--- config.mk ---
export PLATFORM = sky130hd
export DESIGN_NAME = handshake_fifo_stage
export DESIGN_NICKNAME = d
export VERILOG_FILES = /design/src/rtl/handshake_pkg.sv /design/src/rtl/handshake_fifo_mem.sv /design/src/rtl/handshake_fifo_stage.sv
export SDC_FILE = /design/constraint.sdc
export NUM_CORES = 1
export LEC_CHECK = 0
export CAP_MARGIN = 20
export CORE_ASPECT_RATIO = 1.25
export CORE_MARGIN = 2
export CORE_UTILIZATION = 63
export CTS_CLUSTER_SIZE = 30
export DETAILED_ROUTE_END_ITERATION = 8
export PLACE_DENSITY = 0.85
export SLEW_MARGIN = 20
export SYNTH_ARGS = -nofsm -noshare
export SYNTH_HDL_FRONTEND = slang
export SYNTH_HIERARCHICAL = 1
export SYNTH_SLANG_ARGS = --single-unit
--- constraint.sdc ---
create_clock -name clk -period 8.3 [get_ports clk]
set_input_delay 1.245 -clock clk [delete_from_list [all_inputs] [get_ports clk]]
set_output_delay 1.245 -clock clk [all_outputs]
set_load 0.03 [all_outputs]
--- src/rtl/handshake_pkg.sv ---
// Definitions shared between the handshake patting pipes and the FIFO stage
// that buffers their output.
package handshake_pkg;

   localparam int DATA_W = 32;

   typedef logic [DATA_W-1:0] data_t;

endpackage

--- src/rtl/handshake_fifo_mem.sv ---
// DEPTH x DATA_W register array with one write port and an asynchronous read
// port, so the FIFO head is visible in the same cycle its address is.
module handshake_fifo_mem #(
   parameter int DATA_W = handshake_pkg::DATA_W,
   parameter int DEPTH  = 8
) (
   input  logic                     clk,
   input  logic                     we,
   input  logic [$clog2(DEPTH)-1:0] waddr,
   input  logic [DATA_W-1:0]        wdata,
   input  logic [$clog2(DEPTH)-1:0] raddr,
   output logic [DATA_W-1:0]        rdata
);

   // No reset on the storage: contents are only observable behind slave_valid.
   logic [DATA_W-1:0] mem [DEPTH];

   always_ff @(posedge clk) begin
      if (we) mem[waddr] <= wdata;
   end

   assign rdata = mem[raddr];

endmodule

--- src/rtl/handshake_fifo_stage.sv ---
// First-word fall-through valid/ready FIFO that absorbs bursts downstream of
// the patting pipes. master_ready and almost_full are registered.
module handshake_fifo_stage #(
   parameter int DATA_W   = handshake_pkg::DATA_W,
   parameter int DEPTH    = 8,
   parameter int AF_LEVEL = 6
) (
   input  logic                   clk,
   input  logic                   rst_n,
   input  logic                   master_valid,
   input  logic [DATA_W-1:0]      master_data,
   output logic                   master_ready,
   output logic                   slave_valid,
   output logic [DATA_W-1:0]      slave_data,
   input  logic                   slave_ready,
   output logic [$clog2(DEPTH):0] count,
   output logic                   almost_full
);

   localparam int AW = $clog2(DEPTH);
   localparam int CW = AW + 1;
   localparam logic [CW-1:0] FULL_CNT = CW'(DEPTH);
   localparam logic [CW-1:0] AF_CNT   = CW'(AF_LEVEL);

   logic [AW-1:0] wr_ptr;
   logic [AW-1:0] rd_ptr;
   logic [CW-1:0] count_next;
   logic          push;
   logic          pop;

   assign slave_valid = (count != '0);
   assign push        = master_valid & master_ready;
   assign pop         = slave_valid & slave_ready;

   always_comb begin
      count_next = count;
      case ({push, pop})
         2'b10:   count_next = count + 1'b1;
         2'b01:   count_next = count - 1'b1;
         default: count_next = count;
      endcase
   end

   // Flags come from count_next so they line up with count, while keeping
   // slave_ready off any combinational path to master_ready.
   always_ff @(posedge clk or negedge rst_n) begin
      if (!rst_n) begin
         wr_ptr       <= '0;
         rd_ptr       <= '0;
         count        <= '0;
         master_ready <= 1'b0;
         almost_full  <= 1'b0;
      end else begin
         if (push) wr_ptr <= wr_ptr + 1'b1;
         if (pop)  rd_ptr <= rd_ptr + 1'b1;
         count        <= count_next;
         master_ready <= (count_next != FULL_CNT);
         almost_full  <= (count_next >= AF_CNT);
      end
   end

   handshake_fifo_mem #(
      .DATA_W (DATA_W),
      .DEPTH  (DEPTH)
   ) u_mem (
      .clk   (clk),
      .we    (push),
      .waddr (wr_ptr),
      .wdata (master_data),
      .raddr (rd_ptr),
      .rdata (slave_data)
   );

endmodule
### Yosys cells after proc, flatten, opt, wreduce, memory -nomap -nowiden

Memories as Yosys holds them, arrays and structs flattened.
Cells that the tools add are included.

* input port bits: 36
* logic and storage cells: 20
* bits in writable memories: 256
* latch bits: 0
* memories: 1
* bits in registers: 12
* memory bits (read-only): 0

Memories
* u_mem.mem: words 8, bits a word 32, rd ports 1, clocked after memory_dff 0, wr ports 1, line handshake_fifo_mem.sv:16 `logic [DATA_W-1:0] mem [DEPTH];`

* multiplexer cells: 3
* eq/ne operators: 3
* add/subtract/negate cells: 4
* order comparisons: 1
* reduce and logical (&&, ||, !) cells: 1
* shifts and indexed selects: 0
* bitwise gates (word level): 2
* divide/modulo/power cells: 0
* multiply operators: 0

Operators with widths (number)
* $pmux 4 s2: 1
* $add 3x1->3 const B: 2
* $add 4x1->4 const B: 1
* $ge 4x3->1 const B: 1
* $ne 4x4->1 const B: 1
* $reduce_bool 4->1: 1
* $sub 4x1->4 const B: 1
* $and 1x1->1: 2
* $eq 2x1->1 const B: 1
* $eq 2x2->1 const B: 1
* $mux 1: 2

### Depth between registers and ports, before layout

Gate-level depths: netlist of run 1.

* depth in word-level cells: 5
* mapped depth: 10

### Hierarchy

Netlist of run 1, hierarchy kept.

Modules (own cells, without submodules)
* handshake_fifo_mem: cells an instance 383, area each 9825.7 sq um, instances 1, seq. area each 7687.4 sq um
* handshake_fifo_stage: cells an instance 61, area each 674.4 sq um, instances 1, seq. area each 300.3 sq um

### Least setup slack after synthesis of run 1

No wires, ideal clock.

* path type: input-to-reg
* start: in master_valid
* end: mem u_mem.mem[0][0] (enable)
* cell stages on the path: 4
* path slack: 4.071 ns
* buffers on the path: 0
* arrival time: 3.768 ns
* data required time: 7.839 ns
* cells stage by stage: nand2_1 -> inv_1 -> nand2b_1 -> nor3_1

* cells in the longest elaborated chain, start to end: 3

RTL lines
* from (decl): line handshake_fifo_stage.sv:10 `input logic master_valid,`
* $and 1x1->1: line handshake_fifo_stage.sv:32 `assign push = master_valid & master_ready;`
* via push: line handshake_fifo_stage.sv:28 `logic push;`
* $mux 1: line handshake_fifo_mem.sv:19 `if (we) mem[waddr] <= wdata;`
* $mux 1 (not written as such): line handshake_fifo_mem.sv:19
* to (decl): line handshake_fifo_mem.sv:16

The timed path passes the listed nets, and every way through them passes these cells.

### Worst setup path after layout of run 1

* start: reg rd_ptr[0]
* end: out slave_data[17]

* cells in the longest elaborated chain, start to end: 1

RTL lines
* from (decl): line handshake_fifo_stage.sv:26 `logic [AW-1:0] rd_ptr;`
* from (signal assigned): line handshake_fifo_stage.sv:55 `if (pop) rd_ptr <= rd_ptr + 1'b1;`
* $mem_v2 8x32
* to (decl): line handshake_fifo_stage.sv:14 `output logic [DATA_W-1:0] slave_data,`

No other way between the ends.

==> impl_metrics.env, run 1 <==
export IMPL_synth_simple_area_share=0.01597
export IMPL_fp_row_count=52
export IMPL_viasPerCell=6.346
export IMPL_synth_top_family_by_area="multiplexers"
export IMPL_drive_above_1_share=0.2162
export IMPL_status="finished clean"
export IMPL_grt_pass1_wl_mm=30.51
export IMPL_cp_end_kind="primary output"
export IMPL_start_util=0.6455
export IMPL_grt_ovfl_total=0
export IMPL_path_clk_slew_ns=0.06
export IMPL_track_usage=0.2324
export IMPL_fillerInstances=860
export IMPL_syn_num_nets=486
export IMPL_synthCells=444
export IMPL_synth_xor_area_frac=0.005839
export IMPL_cts_path_max_buffers=3
export IMPL_power_density_mw_per_mm2=375.4
export IMPL_synth_area_mm2=0.01050
export IMPL_post_cts_buffers=0
export IMPL_fin_crit_sh=0.5307
export IMPL_peakVddDrop_v=0.0003072
export IMPL_p_sw_uw=1488
export IMPL_maxCapViolCount=0
export IMPL_htreeDepth=1
export IMPL_synthTopCellsByArea="edfxtp_1 (73%), mux4_1 (10%), mux4_2 (5.1%)"
export IMPL_synth_compound_area_frac=0.004171
export IMPL_layout_common_cells="edfxtp_1 (256), clkdlybuf4s50_1 (74), mux4_1 (40)"
export IMPL_hold_worst_slack_ns=0.5067
export IMPL_cts_root_buf="clkbuf_16"
export IMPL_swShare=0.3209
export IMPL_drt_iter0_markers=582
export IMPL_max_freq_mhz=227.0
export IMPL_antenna_cells=0
export IMPL_grt_max_degree=66
export IMPL_cp_data_arrival_time_ns=3.16
export IMPL_synthAdderAreaFrac=0.007865
export IMPL_setup_violations=0
export IMPL_vias=4893
export IMPL_wl_met1_mm=7.845
export IMPL_tns_ns=0
export IMPL_clock_latency_ns=0.52
export IMPL_route_met3_wl_mm=1.130
export IMPL_p_comb_frac=0.356
export IMPL_core_area_mm2=0.01627
export IMPL_start_kind="register"
export IMPL_hold_class="reg -> reg"
export IMPL_post_cts_resized=0
export IMPL_chipHeight_um=148.3
export IMPL_synth_largest_area_cell="edfxtp_1"
export IMPL_synth_top_area_share=0.7321
export IMPL_wl_mm=20.00
export IMPL_first_pass_iters=4
export IMPL_place_gp_congestion=0.6967
export IMPL_cellLeakagePower_uw=0.004105
export IMPL_grt_antenna_before_repair=0
export IMPL_fp_dieW_um=119.5
export IMPL_clkPwrFrac=0.242
export IMPL_final_util=0.7592
export IMPL_final_common_cell="edfxtp_1"
export IMPL_cp_max_fo=36
export IMPL_cts_inserted_buffers=24
export IMPL_cp_required_ns=7.05
export IMPL_wl_per_cell_um=25.94
export IMPL_top_layer="met4"
export IMPL_drcViolationCount=0
export IMPL_grt_pass1_vias=5254
export IMPL_power_internal_uw=3149
export IMPL_cts_tree="done"
export IMPL_final_nets=579
export IMPL_rsz0062_at_grt="no"
export IMPL_drv_slew=0
export IMPL_io_buffers=74
export IMPL_postRouteAntennaNets=0
export IMPL_die_area_mm2=0.01772
export IMPL_synth_area_mux_share=0.1903
export IMPL_hold_violations=0
export IMPL_cts_sinks=268
export IMPL_ys_ff_latch=268
export IMPL_worstMarginPinSlew_ns=1.024
export IMPL_ys_types=34
export IMPL_dpl_hpwl_mm=10.33
export IMPL_dr_wl_met2_mm=10.51
export IMPL_pin_count=75
export IMPL_area_delta_synth_final_pct=17.61
export IMPL_clock_skew_ns=0.01947
export IMPL_ys_seq_area_frac=0.7607
export IMPL_seqPwrFrac=0.402
export IMPL_relSlewSlack=0.3170
export IMPL_cts_hold_buffers_added=0
export IMPL_worstSetupPathType="reg -> out"
export IMPL_syn_area_per_cell_um2=23.65
export IMPL_fin_crit_ns=4.405
export IMPL_yosys_warnings=6
-- area by class of cell --
cell class | count | area (um^2) | share of cell area
Clock inverter | 12 | 137.6 | 0.01114
Tap cell | 216 | 270.3 | 0.02188
Clock buffer | 32 | 661.9 | 0.05360
Sequential cell | 268 | 7994 | 0.6473
Timing Repair Buffer | 86 | 850.8 | 0.06890
Multi-Input combinational cell | 150 | 2409 | 0.1950
Inverter | 7 | 26.28 | 0.002128
-- worst max-delay path: stages, from the launching register on --
cell	delay [ns]
dfrtp_4	0.79
buf_16	0.32
mux4_1	0.62
mux2_2	0.29
clkdlybuf4s50_1	0.59
-- sequential cells by signal (all words and copies together), names as in the netlist --
signal        flops
u_mem/mem       256
almost_full       1
master_ready      1
count             4
rd_ptr            3
wr_ptr            3
-- cell usage after synthesis (all sizes together) --
cell / number
xor2: 1
and3: 1
dfrtp: 12
inv: 7
mux2i: 2
fa: 1
ha: 5
clkbuf: 1
nand2: 7
o21bai: 1
o211ai: 1
nand3: 3
and3b: 2
or4: 1
nor2: 8
nor4: 1
buf: 18
nor3: 3
o221ai: 1
a21oi: 2
mux4: 64
o21ai: 2
nand2b: 3
edfxtp: 256
mux2: 34
xnor2: 6
nor3b: 1
-- routing by layer --
layer  global-route usage  vias up
met1               0.3149     2568
met5                    0        -
li1                     -     2079
met2               0.3909      204
met4              0.08588        0
met3              0.03643       42
-- power groups by stage --
stage / Sequential [uW] / Combinational (uW) / Clock [uW]
2_1_floorplan: 1820 / 1140 / 0
3_3_place_gp: 1920 / 1550 / 0
3_5_place_dp: 1890 / 1640 / 0
4_1_cts: 1870 / 1670 / 1140
5_1_grt: 1880 / 1730 / 1190
6_report: 1860 / 1650 / 1120
-- stage by stage --
stage,setup slack [ns],cells,total power [uW],area (um^2)
2_1_floorplan,4.071,444,2960,10500
3_3_place_gp,4.269,726,3461,11520
3_5_place_dp,4.415,727,3527,11550
4_1_cts,3.855,771,4672,12350
5_1_grt,3.775,771,4809,12350
6_report,3.895,771,4636,12350
-- logic make-up after synthesis --
family                     Yosys count
AOI/OAI and AO/OA                    7
xor gates and xnor gates             7
adders and majority gates            6
buffers and inverters               26
DFF                                268
muxes                              100
and+or+nand+nor                     30
-- final timing paths --
check / from / to / slack [ns] / cells after the start
worst max-delay path: rd_ptr[0] / slave_data[17] / 3.90 / 4
worst min-delay path: wr_ptr[2] / wr_ptr[2] / 0.51 / 1
worst max register to register: count[0] / master_ready / 5.50 / 10
worst min register to register: wr_ptr[2] / wr_ptr[2] / 0.51 / 1
max in group asynchronous: rst_n / rd_ptr[0] / 6.81 / 1
min in group asynchronous: rst_n / count[0] / 1.08 / 1
Note: power is estimated with default switching activity, not from simulation.
==> run 2, diff against run 1 <==
- CORE_UTILIZATION: 63 -> 58
- PLACE_DENSITY: 0.85 -> 0.79
- clock period: 8.3 -> 4.6 ns (I/O delays scaled with it)
==> run 2 against run 1 <==
Net effect: worst setup slack worse by 3.2 ns; die area up 8.4%; critical endpoint is now slave_data[3]; via count down 2.6%; clock-buffer cell count down 1; hold slack worse by 0.0018 ns.
==> impl_metrics.env, run 2 (synthesized netlist as in run 1, its figures left out) <==
export IMPL_slowest_delay_ns=0.83
export IMPL_cts_tree="done"
export IMPL_cts_path_max_buffers=3
export IMPL_final_common_cell="edfxtp_1"
export IMPL_hold_end="wr_ptr[2]"
export IMPL_dpl_hpwl_mm=10.73
export IMPL_fp_row_count=55
export IMPL_fp_dieW_um=124.3
export IMPL_die_area_mm2=0.01920
export IMPL_worstMarginPinSlew_ns=1.004
export IMPL_regToRegSetupSlack_ns=1.85
export IMPL_hold_worst_slack_ns=0.5049
export IMPL_worstSetupPathType="reg -> out"
export IMPL_rsz0062_at_grt="no"
export IMPL_start_util=0.5869
export IMPL_met1_usage=0.2550
export IMPL_cp_data_arrival_time_ns=3.21
export IMPL_cts_sinks=268
export IMPL_grt_use_met2=0.3469
export IMPL_maxCapViolCount=0
export IMPL_path_buf_inv=2
export IMPL_pin_count=75
export IMPL_postRouteAntennaNets=0
export IMPL_drcViolationCount=0
export IMPL_track_usage=0.1961
export IMPL_tns_ns=0
export IMPL_io_buffers=74
export IMPL_wl_per_cell_um=23.52
export IMPL_final_util=0.6913
export IMPL_cellLeakagePower_uw=0.004116
export IMPL_drive_above_1_share=0.2212
export IMPL_grt_ovfl_total=0
export IMPL_status="finished clean"
export IMPL_setup_violations=0
export IMPL_cts_hold_buffers_added=0
export IMPL_clock_skew_ns=0.01681
export IMPL_cp_max_fo=35
export IMPL_wl_mm=18.47
export IMPL_vias=4764
export IMPL_htreeDepth=1
export IMPL_clock_latency_ns=0.51
export IMPL_path_clk_slew_ns=0.06
export IMPL_place_gp_congestion=0.7153
export IMPL_cts_root_buf="clkbuf_16"
export IMPL_grt_max_degree=57
export IMPL_use_met3=0.03113
export IMPL_grt_pass1_wl_mm=28.78
export IMPL_chipHeight_um=154.4
export IMPL_first_pass_iters=5
export IMPL_hold_class="reg -> reg"
export IMPL_area_delta_synth_final_pct=17.80
export IMPL_top_usage_layer="met2"
export IMPL_slowest_stage="dfrtp_4"
export IMPL_grt_pass1_vias=5051
export IMPL_crit_chain="buf_4 > mux4_1 > mux2_2 > clkdlybuf4s50_1"
export IMPL_reg_largest_list="u_mem/mem x256, count x4"
export IMPL_worstReg2RegEnd="master_ready"
export IMPL_min_from="wr_ptr[2]"
export IMPL_grt_antenna_before_repair=1
export IMPL_power_density_mw_per_mm2=668.4
export IMPL_fin_crit_sh=0.8486
export IMPL_viasPerCell=6.069
export IMPL_hold_depth=1
export IMPL_rr_startpoint="count[1]"
export IMPL_relSlewSlack=0.3306
export IMPL_hold_violations=0
export IMPL_max_freq_mhz=256.2
export IMPL_final_nets=581
export IMPL_drt_iter0_markers=385
export IMPL_cp_required_ns=3.91
export IMPL_cts_inserted_buffers=24
export IMPL_largest_reg_flops=256
export IMPL_post_cts_buffers=0
export IMPL_fin_crit_ns=3.903
export IMPL_cp_end_kind="primary output"
export IMPL_core_area_mm2=0.01789
export IMPL_start_kind="register"
export IMPL_rr_worst_depth=10
export IMPL_post_cts_resized=0
export IMPL_peakVddDrop_v=0.0004737
export IMPL_cp_top_family="buffers and inverters"
export IMPL_drv_slew=0
export IMPL_largest_register="u_mem/mem"
export IMPL_layout_common_cells="edfxtp_1 (256), clkdlybuf4s50_1 (74), mux4_1 (40)"
[run 2: report_power, final]
| part | leakage, uW | switching [uW] | internal [uW] |
|---|---|---|---|
| sequential | 0.00246 | 291 | 3090 |
| clock | 0.000395 | 804 | 1180 |
| combinational | 0.00126 | 1500 | 1410 |
[run 2: worst register-to-register path: stages (launching register included)]
cell and delay [ns]:
dfrtp_1 0.46, or4_4 0.60, nand2_4 0.11, inv_1 0.04
ha_1 0.21, inv_1 0.12, fa_1 0.47, and3b_2 0.23
o221ai_1 0.24, nor2_1 0.07, mux2i_1 0.13
[run 2: cell type report]
type                    count  area (um^2)
fillers                  1079         5523
inverters                   7        26.28
diodes                      1        2.502
clock buffers              31        658.1
multi-input cells         150         2409
well taps                 228        285.3
clock inverters            12        136.4
repair buffers             88        858.3
flip-flops and latches    268         7994
[run 2: metal layers]
| layer | routed length, um | vias up |
|---|---|---|
| li1 | - | 2092 |
| met1 | 7368 | 2499 |
| met2 | 9796 | 142 |
| met3 | 866 | 31 |
| met4 | 434 | 0 |
| met5 | 0 | - |
[run 2: worst max path at each step]
stage | start | endpoint | depth (start not counted)
6_report | rd_ptr[0] | slave_data[3] | 4
5_1_grt | rd_ptr[0] | slave_data[3] | 4
4_1_cts | rd_ptr[0] | slave_data[3] | 4
3_5_place_dp | rd_ptr[0] | slave_data[3] | 4
3_3_place_gp | rd_ptr[0] | slave_data[5] | 4
2_1_floorplan | master_valid | u_mem/mem[0][0] | 4
[run 2: metrics by stage]
step	instance area, um^2	setup slack, ns	power, uW	cells
6_report	12370	0.6966	8268	785
5_1_grt	12370	0.5710	8617	785
4_1_cts	12370	0.6410	8359	784
3_5_place_dp	11570	1.175	6358	741
3_3_place_gp	11570	1.192	6292	741
2_1_floorplan	10500	0.9264	5342	444
==> run 3, diff against run 2 <==
- CORE_UTILIZATION: 58 -> 53
- PLACE_DENSITY: 0.79 -> 0.76
- clock period: 4.6 -> 3.16 ns (I/O delays scaled with it)
==> run 3 against run 2 <==
Net effect: register-to-register slack lost 1.4 ns; critical path type unchanged; critical endpoint is now slave_data[13]; largest power group unchanged; combinational power is 50% higher; sequential power up 40%; clock skew shrank 0.0051 ns.
==> impl_metrics.env, run 3 (synthesized netlist as in run 1, its figures left out) <==
export IMPL_status="finished clean"
export IMPL_die_area_mm2=0.02096
export IMPL_cp_required_ns=2.69
export IMPL_clock_skew_ns=0.01171
export IMPL_dpl_hpwl_mm=11.30
export IMPL_cts_sinks=268
export IMPL_wl_per_cell_um=23.22
export IMPL_grt_antenna_before_repair=0
export IMPL_fin_crit_sh=0.9748
export IMPL_fp_row_count=57
export IMPL_tns_ns=0
export IMPL_pin_count=75
export IMPL_drcViolationCount=0
export IMPL_cp_data_arrival_time_ns=2.61
export IMPL_cp_max_fo=18
export IMPL_start_kind="register"
export IMPL_power_density_mw_per_mm2=953.3
export IMPL_maxCapViolCount=0
export IMPL_fin_total_pwr_uw=11930
export IMPL_rr_startpoint="count[1]"
export IMPL_antenna_cells=0
export IMPL_p_sw_uw=3888
export IMPL_fillerInstances=1267
export IMPL_vias=4753
export IMPL_drv_slew=0
export IMPL_worstReg2RegEnd="master_ready"
export IMPL_cp_end_kind="primary output"
export IMPL_largest_register="u_mem/mem"
export IMPL_max_freq_mhz=324.6
export IMPL_htreeDepth=1
export IMPL_swShare=0.3260
export IMPL_cts_inserted_buffers=25
export IMPL_drive_above_1_share=0.2340
export IMPL_relSlewSlack=0.6185
export IMPL_regToRegSetupSlack_ns=0.43
export IMPL_rr_worst_depth=10
export IMPL_postRouteAntennaNets=0
export IMPL_chipHeight_um=161.4
export IMPL_hold_worst_slack_ns=0.3224
export IMPL_seqPwrFrac=0.396
export IMPL_grt_max_degree=36
export IMPL_clock_latency_ns=0.52
export IMPL_path_clk_slew_ns=0.06
export IMPL_cellLeakagePower_uw=0.004238
export IMPL_final_util=0.6426
export IMPL_place_ws_ns=0.3477
export IMPL_grt_ovfl_total=0
export IMPL_hold_class="in -> async"
export IMPL_peakVddDrop_v=0.0007408
export IMPL_setup_violations=0
export IMPL_place_gp_congestion=0.7495
export IMPL_largest_reg_flops=256
export IMPL_final_common_cell="edfxtp_1"
export IMPL_first_pass_iters=4
export IMPL_start_util=0.5393
export IMPL_area_delta_synth_final_pct=19.16
export IMPL_worstMarginPinSlew_ns=0.5704
export IMPL_rsz0062_at_grt="no"
export IMPL_clkPwrFrac=0.238
export IMPL_cts_path_max_buffers=3
export IMPL_drt_iter0_markers=346
export IMPL_final_nets=590
export IMPL_layout_common_cells="edfxtp_1 (256), clkdlybuf4s50_1 (43), mux4_1 (40)"
export IMPL_viasPerCell=5.733
export IMPL_fp_dieW_um=129.9
export IMPL_grt_pass1_vias=5272
export IMPL_wl_mm=19.25
export IMPL_fin_crit_ns=3.080
export IMPL_p_comb_frac=0.366
export IMPL_cts_tree="done"
export IMPL_hold_violations=0
export IMPL_worstSetupPathType="reg -> out"
export IMPL_power_internal_uw=8039
export IMPL_regArea_mm2=0.007994
export IMPL_reg_largest_list="u_mem/mem x256, count x4"
export IMPL_core_area_mm2=0.01947
export IMPL_track_usage=0.1929
export IMPL_multi_input_area_mm2=0.002421
export IMPL_io_buffers=74
export IMPL_cts_root_buf="clkbuf_16"
export IMPL_layout_setup_ws_ns=0.07970
export IMPL_grt_pass1_wl_mm=30.17
## run 3: layout make-up
type                    count  area share
flip-flops and latches    268      0.6389
multi-input cells         150      0.1935
repair buffers             96     0.07690
clock buffers              26     0.05030
well taps                 265     0.02650
clock inverters            17     0.01180
inverters                   7    0.002100
## run 3: worst max-delay path, stage by stage (launching register included)
cell and delay [ns]:
dfrtp_4 0.50, buf_12 0.20, mux4_2 0.51, mux2_2 0.27, clkdlybuf4s50_1 0.59
## run 3: stage by stage
stage	instances	cell area (um^2)
after detailed placement	784	11750
after global routing	829	12510
after floorplan	444	10510
after CTS	829	12510
after global placement	784	11750
final	829	12510
## run 3: worst max path at each step
stage                     cells past startpoint      start             end  slack [ns]
after global routing                          4  rd_ptr[0]  slave_data[13]      0.0004
after CTS                                     4  rd_ptr[0]   slave_data[9]       0.005
after floorplan                              10   count[1]    master_ready        0.44
after global placement                        4  rd_ptr[0]  slave_data[17]        0.35
after detailed placement                      4  rd_ptr[0]  slave_data[17]        0.35
final                                         4  rd_ptr[0]  slave_data[13]        0.08
## run 3: power by group through the flow
stage	clock network, uW	registers, uW	logic, uW
after floorplan	0	4780	3000
after global placement	0	4800	4500
after CTS	2890	4740	4440
after detailed placement	0	4840	4590
final	2830	4730	4370
after global routing	3050	4770	4650
## run 3: what timing repair did
item | 4_1_cts | 5_1_grt
endpoints found under the setup margin | 27 | 2
hold buffers | 0 | 0
gates resized for setup | 29 | 2
pin swaps | 0 | 0
setup buffers | 2 | 0
## run 3: per-layer routing
metal  vias to the layer above  global-route usage  share of wire  wire, um
li1                       2097                   -              -         -
met1                      2525              0.2584           0.42      8019
met2                       110              0.3391           0.53     10210
met3                        21             0.02584          0.040       761
met4                         0             0.04448          0.014       262
met5                         -                   0              0         0
